<file path="src/rtl/nandy_control_unit.sv">
// Nandy CPU instruction decoder and two-phase cycle sequencer.
// Optional SIG one-hot decoder enabled by defining NANDY_CONTROL_SIG_EN.
module nandy_control_unit (
    input  logic       clk,
    input  logic       rst,
    input  logic [7:0] inst,
    input  logic       carry,
    output logic       cycle,
    output logic       M,
    output logic       S,
    output logic       J,
    output logic       LJ,
    output logic       CLI,
    output logic       LJR,
    output logic       MW,
    output logic       MC,
    output logic       RD,
    output logic       WR,
    output logic       Y,
    output logic       WA,
    output logic       ISP,
    output logic       WC,
    output logic [1:0] RS,
    output logic [3:0] ALU,
    output logic [7:0] SIG
);
    typedef enum logic {PH_FIRST = 1'b0, PH_SECOND = 1'b1} phase_t;

    phase_t phase, phaseNext;
    logic   c, aTerm, lowGrp;

    always_ff @(posedge clk or posedge rst) begin
        if (rst) phase <= PH_FIRST;
        else     phase <= phaseNext;
    end

    always_comb begin
        phaseNext = PH_FIRST;
        c      = (phase == PH_SECOND);
        lowGrp = ~inst[7] & ~inst[6] & ~inst[5];
        aTerm  = (inst[6] & ~inst[7]) | (c & inst[6] & ~inst[5]);
        cycle  = c;
        M      = 1'b0;
        S      = 1'b0;
        J      = 1'b0;
        LJ     = 1'b0;
        CLI    = 1'b0;
        LJR    = 1'b0;
        MW     = 1'b0;
        MC     = 1'b0;
        RD     = 1'b0;
        WR     = 1'b0;
        Y      = 1'b0;
        WA     = 1'b0;
        ISP    = 1'b0;
        WC     = 1'b0;
        RS     = 2'b00;
        ALU    = 4'b0000;
        SIG    = 8'h00;

        // Only i7=1 instructions take the second phase, and only once.
        if (inst[7] && !c) phaseNext = PH_SECOND;

        M   = inst[7] & ~inst[6] & c;
        S   = inst[4];
        J   = inst[7] & inst[6] & inst[5] & c & ~(carry & inst[4]);
        LJ  = lowGrp & inst[4] & ~inst[3];
        CLI = LJ & inst[1];
        LJR = LJ & inst[2];
        MW  = M & inst[5];
        MC  = inst[7] & ~c;
        RD  = lowGrp & ~inst[4] & inst[2];
        WR  = lowGrp & ~inst[4] & inst[3];
        Y   = inst[5];
        RS  = inst[1:0];
        WA  = (M & ~inst[5]) | (aTerm & ~(inst[4] & ~inst[3]));
        ISP = ~inst[7] & ~inst[6] & inst[5];
        WC  = (aTerm | ISP) & inst[4];
        ALU = inst[6] ? inst[3:0] : {~inst[7], 3'b000};
`ifdef NANDY_CONTROL_SIG_EN
        if (lowGrp && inst[4] && inst[3]) SIG = 8'b1 << inst[2:0];
`else
        SIG = 8'h00;
`endif
    end
endmodule

</file>
<file path="config.mk">
export PLATFORM = sky130hd
export DESIGN_NAME = nandy_control_unit
export DESIGN_NICKNAME = d
export VERILOG_FILES = /design/src/rtl/nandy_control_unit.sv
export SDC_FILE = /design/constraint.sdc
export NUM_CORES = 1
export LEC_CHECK = 0
export ABC_AREA = 1
export CORE_MARGIN = 4
export CORE_UTILIZATION = 23
export CTS_CLUSTER_SIZE = 30
export DETAILED_ROUTE_END_ITERATION = 10
export PLACE_DENSITY = 0.76
export SLEW_MARGIN = 15
export SYNTH_ARGS = -nofsm -noshare
export SYNTH_HDL_FRONTEND = slang
export SYNTH_SLANG_ARGS = --single-unit
</file>
<file path="constraint.sdc">
create_clock -name clk -period 1.2 [get_ports clk]
set_clock_uncertainty 0.1 [all_clocks]
set_input_delay 0.24 -clock clk [delete_from_list [all_inputs] [get_ports clk]]
set_output_delay 0.24 -clock clk [all_outputs]
set_load 0.01 [all_outputs]
</file>
==> Yosys cells after proc, flatten, opt, wreduce, memory -nomap -nowiden <==
Index checks and enable logic that the tools add are counted.
{ "totals": {"register_bits": 1, "in_bits": 11, "out_inout_bits": 29, "word_cells": 42} }
{ "op_classes": {"n_mux": 2, "n_bitwise": 37, "n_reduce_logical": 2} }
{ "op_table": {"columns": ["operator", "n"], "rows": [
  ["1-bit AND", 26],
  ["1-bit inverter", 8],
  ["4-bit 2-to-1 mux", 1],
  ["1-bit bitwise OR", 3],
  ["1-bit logical AND", 1],
  ["1-bit zero test", 1],
  ["1-bit 2-to-1 mux", 1]
]} }

==> Longest topological paths before layout <==
Gate-level depths: netlist of run 1.
{ "logic_depth": {"depth_word": 6, "mapped_depth": 4, "depth_no_buf": 4} }

==> Worst setup path after synthesis of run 1 <==
Ideal clock, no wire load.
{ "synth_timing": {"path_type": "register -> output", "startpoint": "register phase, in the netlist cycle", "endpoint": "output port MW", "arrival_ps": 897, "setup_slack_ps": -37, "stages_incl_launch_ff": 4, "cell_sequence": "dfrtp_1 > inv_1 > nor3_2 > and2_1"} }
{ "synth_between": {"elab_chain_cells": 2} }
{ "synth_lines": {"columns": ["element", "line", "rtl"], "rows": [
  ["start, declared", "29", "phase_t phase, phaseNext;"],
  ["start signal, assigned", "34", "else phase <= phaseNext;"],
  ["1-bit AND", "64", "M = inst[7] & ~inst[6] & c;"],
  ["net M", "9", "output logic M,"],
  ["1-bit AND", "70", "MW = M & inst[5];"],
  ["end, declared", "15", "output logic MW,"]
]} }
The timed path passes the listed nets, and every way through them passes these cells.

==> Worst setup path in the final report of run 1 <==
{ "layout_timing": {"startpoint": "input port inst[6]", "endpoint": "output port CLI"} }
{ "layout_between": {"elab_chain_cells": 6} }
{ "layout_lines": {"columns": ["element", "line", "rtl"], "rows": [
  ["start, declared", "6", "input logic [7:0] inst,"],
  ["1-bit inverter", "40", "lowGrp = ~inst[7] & ~inst[6] & ~inst[5];"],
  ["1-bit AND (2 in a row)", "40", null],
  ["1-bit AND (2 in a row)", "67", "LJ = lowGrp & inst[4] & ~inst[3];"],
  ["1-bit AND", "68", "CLI = LJ & inst[1];"],
  ["end, declared", "13", "output logic CLI,"]
]} }
No other way between the ends.

==> results of run 1 <==
## layer usage
metal	share of wire	up-vias	routed length (um)	global-route usage
met2	0.53	25	598	0.227
met1	0.32	203	365	0.125
met4	0	0	0	0
met3	0.14	0	161	0.0203
met5	0	-	0	0
li1	-	215	-	-
## where the power goes
part,switching [mW],internal (mW),total (mW)
Combinational,0.106,0.102,0.208
Clock,0,0,0
Sequential,0.00214,0.0367,0.0388
## logic make-up (layout without fill, tap and decap cells)
logic type	count (synthesis)	in the layout
flops	1	1
compound gates	3	3
other cells	1	8
buf+inv	27	58
simple gates	22	22
## through the flow
step / util / instances / hold slack [ns]
final: 0.576 / 106 / 0.280
after global routing: 0.576 / 106 / 0.303
after CTS: 0.522 / 104 / 0.282
after detailed placement: 0.521 / 100 / 0.282
after global placement: 0.521 / 100 / 0.280
after floorplan: - / 61 / -0.131
## final timing paths
kind	start	end	slack [ns]	depth (start not counted)
min in group clk	cycle	cycle	0.51	3
worst max register to register	cycle	cycle	0.41	3
worst min-delay path	rst	cycle	0.28	2
max in group asynchronous	rst	cycle	0.63	2
worst max-delay path	inst[6]	CLI	-0.09	6
worst min register to register	cycle	cycle	0.51	3
## timing repair
action                                  in CTS  in global routing
pin swaps                                    9                  8
setup buffers                                5                  2
cloned                                       0                  0
endpoints found under the hold margin        0                  0
hold buffers                                 0                  0
endpoints found under the setup margin      21                 11
gates resized for setup                    110                 19
## final cells by class
class | instances | area (um2)
Timing Repair Buffer | 44 | 359
Tap cell | 14 | 17.5
Fill cell | 118 | 497
Sequential cell | 1 | 25.0
Inverter | 14 | 55.1
Multi-Input combinational cell | 33 | 218
## cell usage in the layout (no fill, tap or decap), types with 2 or more instances in the layout
cell | netlist | routed
a21oi_2 | 0 | 2
buf_2 | 0 | 13
buf_4 | 12 | 7
buf_6 | 1 | 9
buf_8 | 0 | 2
clkbuf_2 | 0 | 2
clkdlybuf4s15_1 | 0 | 2
conb_1 | 1 | 8
dlygate4sd2_1 | 0 | 8
inv_1 | 14 | 9
inv_2 | 0 | 4
nand2_1 | 10 | 7
nand2_4 | 0 | 3
nand4_1 | 3 | 3
nor2_1 | 5 | 2
nor2_4 | 0 | 2
==> impl_metrics.env, run 1 <==
export IMPL_drt_initial_drc_count=1
export IMPL_synth_cells=54
export IMPL_place_hpwl_um=808
export IMPL_vdd_drop_max_uv=296
export IMPL_outcome="finished with violations"
export IMPL_ioPinCount=40
export IMPL_syn_cell_area_um2=299
export IMPL_endpoint_kind="output port"
export IMPL_largest_reg_flops=1
export IMPL_synthMuxAreaShare=0
export IMPL_synth_top_family_by_area="buffers and inverters"
export IMPL_ys_flop_type="dfrtp_1"
export IMPL_placedInstanceArea_um2=611
export IMPL_drive_gt1_frac=0.533
export IMPL_grt_pass1_vias=401
export IMPL_worstPathCellList="buf_8 -> nor2_4 -> nand4_1 -> buf_4 -> nor2_2 -> buf_2"
export IMPL_synthXorXnorAreaFrac=0
export IMPL_maxCapViolCount=0
export IMPL_diodes=0
export IMPL_crit_required_ns=0.86
export IMPL_yosys_area_share_simple=0.339
export IMPL_start_kind="input pin"
export IMPL_via_count=443
export IMPL_synthTopCellsByArea="buf_4 (30%), inv_1 (18%), nand2_1 (13%)"
export IMPL_grt_first_pass_wirelength_mm=1.76
export IMPL_final_max_slew_viol_count=0
export IMPL_start_util=0.255
export IMPL_power_mw=0.247
export IMPL_arrival_ns=0.95
export IMPL_viasPerCell=4.18
export IMPL_syn_area_per_cell_um2=5.54
export IMPL_synth_most_common_cell="inv_1"
export IMPL_synth_warning_count=0
export IMPL_gp_congestion=0.792
export IMPL_crit_path_max_fanout=3
export IMPL_io_buffers=31
export IMPL_synth_seq_cells=1
export IMPL_cp_slowest_stage_delay_ns=0.17
export IMPL_synth_top_cell_area_share=0.301
export IMPL_rsz0062_at_grt="yes"
export IMPL_clk_latency_ns=0
export IMPL_crit_type="input pin to output port"
export IMPL_yosys_area_top_type="buf_4"
export IMPL_crit_buf_inv=3
export IMPL_fin_crit_sh=1.07
export IMPL_final_area_um2=674
export IMPL_die_area_um2=1940
export IMPL_cp_top_family="buffers and inverters"
export IMPL_hold_violations=0
export IMPL_fmax_ghz=0.775
export IMPL_grt_max_degree=6
export IMPL_setup_viol=7
export IMPL_die_h_um=44.1
export IMPL_drc=0
export IMPL_cellPowerDensity_nw_per_um2=366
export IMPL_finalNetCount=105
export IMPL_synth_adder_area_share=0
export IMPL_syn_to_final_growth_pct=126
export IMPL_drt_total_wl_mm=1.13
export IMPL_timing_final_crit_period_ns=1.29
export IMPL_p_leak_nw=0.426
export IMPL_dr_pass1_iters=2
export IMPL_ys_seq_area_frac=0.0837
export IMPL_core_um2=1170
export IMPL_ant_nets=0
export IMPL_synth_edf_count=0
export IMPL_antenna_found_initial=0
export IMPL_clk_pin_slew_ns=0
export IMPL_min_path_type="input pin to asynchronous set/reset pin"
export IMPL_grtUsageTotal=0.112
export IMPL_violations="negative setup slack"
export IMPL_synth_cell_types=13
export IMPL_synthTopCellsByCount="inv_1 (14), buf_4 (12), nand2_1 (10), nor2_1 (5), nand4_1 (3)"
export IMPL_die_w_um=44.1
export IMPL_pre_cts_ws_ns=-0.932
export IMPL_avgRoutedWirePerCell_um=10.6
export IMPL_rows=12
export IMPL_worst_slack_ns=-0.0895
export IMPL_overflow=0
export IMPL_crit_slowest_cell="buf_4"
export IMPL_async_flop_share=1.00
export IMPL_synth_compound_area_share=0.0502
export IMPL_setup_tns_ns=-0.320
(Power assumes the default switching activity.)
==> run 2: changes to the inputs <==
Settings changed: CORE_MARGIN 4 to 3, CTS_BUF_LIST set to sky130_fd_sc_hd__clkbuf_8 sky130_fd_sc_hd__clkbuf_16.
==> impl_metrics.env, run 2 (synthesized netlist as in run 1, its figures left out) <==
export IMPL_start_kind="input pin"
export IMPL_timing_final_crit_period_ns=1.28
export IMPL_crit_path_max_fanout=2
export IMPL_arrival_ns=0.94
export IMPL_cp_slowest_stage_delay_ns=0.17
export IMPL_hold_violations=0
export IMPL_viasPerCell=3.97
export IMPL_ioPinCount=40
export IMPL_outcome="finished with violations"
export IMPL_min_path_type="input pin to asynchronous set/reset pin"
export IMPL_placedInstanceArea_um2=618
export IMPL_setup_viol=3
export IMPL_grt_first_pass_wirelength_mm=1.37
export IMPL_crit_required_ns=0.86
export IMPL_ant_nets=0
export IMPL_endpoint_kind="output port"
export IMPL_die_w_um=42.1
export IMPL_syn_to_final_growth_pct=103
export IMPL_clk_latency_ns=0
export IMPL_crit_type="input pin to output port"
export IMPL_drt_total_wl_um=946
export IMPL_final_max_slew_viol_count=0
export IMPL_gp_congestion=0.752
export IMPL_rsz0062_at_grt="yes"
export IMPL_crit_slowest_cell="buf_4"
export IMPL_layout_commonest_cell="buf_2"
export IMPL_dr_pass1_iters=3
export IMPL_via_count=413
export IMPL_start_util=0.259
export IMPL_io_buffers=31
export IMPL_place_hpwl_um=758
export IMPL_die_area_um2=1770
export IMPL_grt_max_degree=8
export IMPL_rrSetupSlack_ns=0.42
export IMPL_worstPathCellList="buf_8 -> nor2_4 -> nand4_1 -> buf_4 -> nor2_2 -> buf_2"
export IMPL_worstReg2RegStart="cycle"
export IMPL_antenna_found_initial=0
export IMPL_fmax_ghz=0.784
export IMPL_fin_crit_sh=1.06
export IMPL_vdd_drop_max_uv=277
export IMPL_grtUsageTotal=0.0912
export IMPL_cp_startpoint="inst[6]"
export IMPL_diodes=0
export IMPL_grt_pass1_vias=342
export IMPL_core_um2=1160
export IMPL_crit_buf_inv=3
export IMPL_largest_reg_flops=1
export IMPL_setup_tns_ns=-0.142
export IMPL_finalNetCount=103
export IMPL_layout_common_cells="buf_2 (15), inv_1 (9), dlygate4sd2_1 (9)"
export IMPL_hold_buffers=0
export IMPL_final_area_um2=607
export IMPL_worst_slack_ns=-0.0759
export IMPL_rows=12
export IMPL_die_h_um=42.1
export IMPL_avgRoutedWirePerCell_um=9.10
export IMPL_maxCapViolCount=0
export IMPL_violations="negative setup slack"
export IMPL_drc=0
export IMPL_drive_gt1_frac=0.511
export IMPL_drt_initial_drc_count=2
export IMPL_hold_ws_ns=0.280
export IMPL_overflow=0
export IMPL_cellPowerDensity_nw_per_um2=365
export IMPL_pre_cts_ws_ns=-0.894
export IMPL_p_leak_nw=0.402
export IMPL_clk_pin_slew_ns=0
export IMPL_cp_top_family="buffers and inverters"
run 2: power breakdown:
part / internal [mW] / total (mW) / switching (mW) / leakage, nW
sequential: 0.0366 / 0.0381 / 0.00144 / 0.0125
clock: 0 / 0 / 0 / 0
combinational: 0.0887 / 0.184 / 0.0949 / 0.389
run 2: repair_timing:
action	in CTS	in global routing
setup endpoints to repair	21	10
pin swaps	9	7
endpoints found under the hold margin	0	0
gates resized for setup	103	18
setup buffers	2	1
cloned	0	0
run 2: area by class of cell:
type	count	area (um2)
fillers	125	549
inverters	14	55.1
multi-input cells	33	189
flip-flops and latches	1	25.0
well taps	14	17.5
repair buffers	42	320
run 2: path summary, 6_finish.rpt:
| path | depth (start not counted) | end |
|---|---|---|
| min reg2reg | 3 | cycle |
| max reg2reg | 3 | cycle |
| min in group clk | 3 | cycle |
| min | 2 | cycle |
| max in group asynchronous | 2 | cycle |
| max | 6 | LJR |
run 2: layer usage:
metal  GRT usage  wire [um]  part of all wire  up-vias
li1            -          -                 -      212
met1       0.110        365              0.39      178
met2       0.179        473              0.50       23
met3      0.0129        107              0.11        0
met4           0          0                 0        0
met5           0          0                 0        -
run 2: metrics by stage:
| step | util | power, mW | std cells |
|---|---|---|---|
| 5_1_grt | 0.525 | 0.238 | 104 |
| 3_5_place_dp | 0.535 | 0.227 | 101 |
| 6_report | 0.525 | 0.222 | 104 |
| 3_3_place_gp | 0.535 | 0.226 | 101 |
| 2_1_floorplan | - | 0.135 | 61 |
| 4_1_cts | 0.486 | 0.204 | 103 |
==> run 3: changes to the inputs <==
Settings changed: CTS_BUF_LIST sky130_fd_sc_hd__clkbuf_8 sky130_fd_sc_hd__clkbuf_16 to sky130_fd_sc_hd__clkbuf_16.
==> results of run 3 <==
No change in the layout: final DEF, timing and power equal those of run 2.
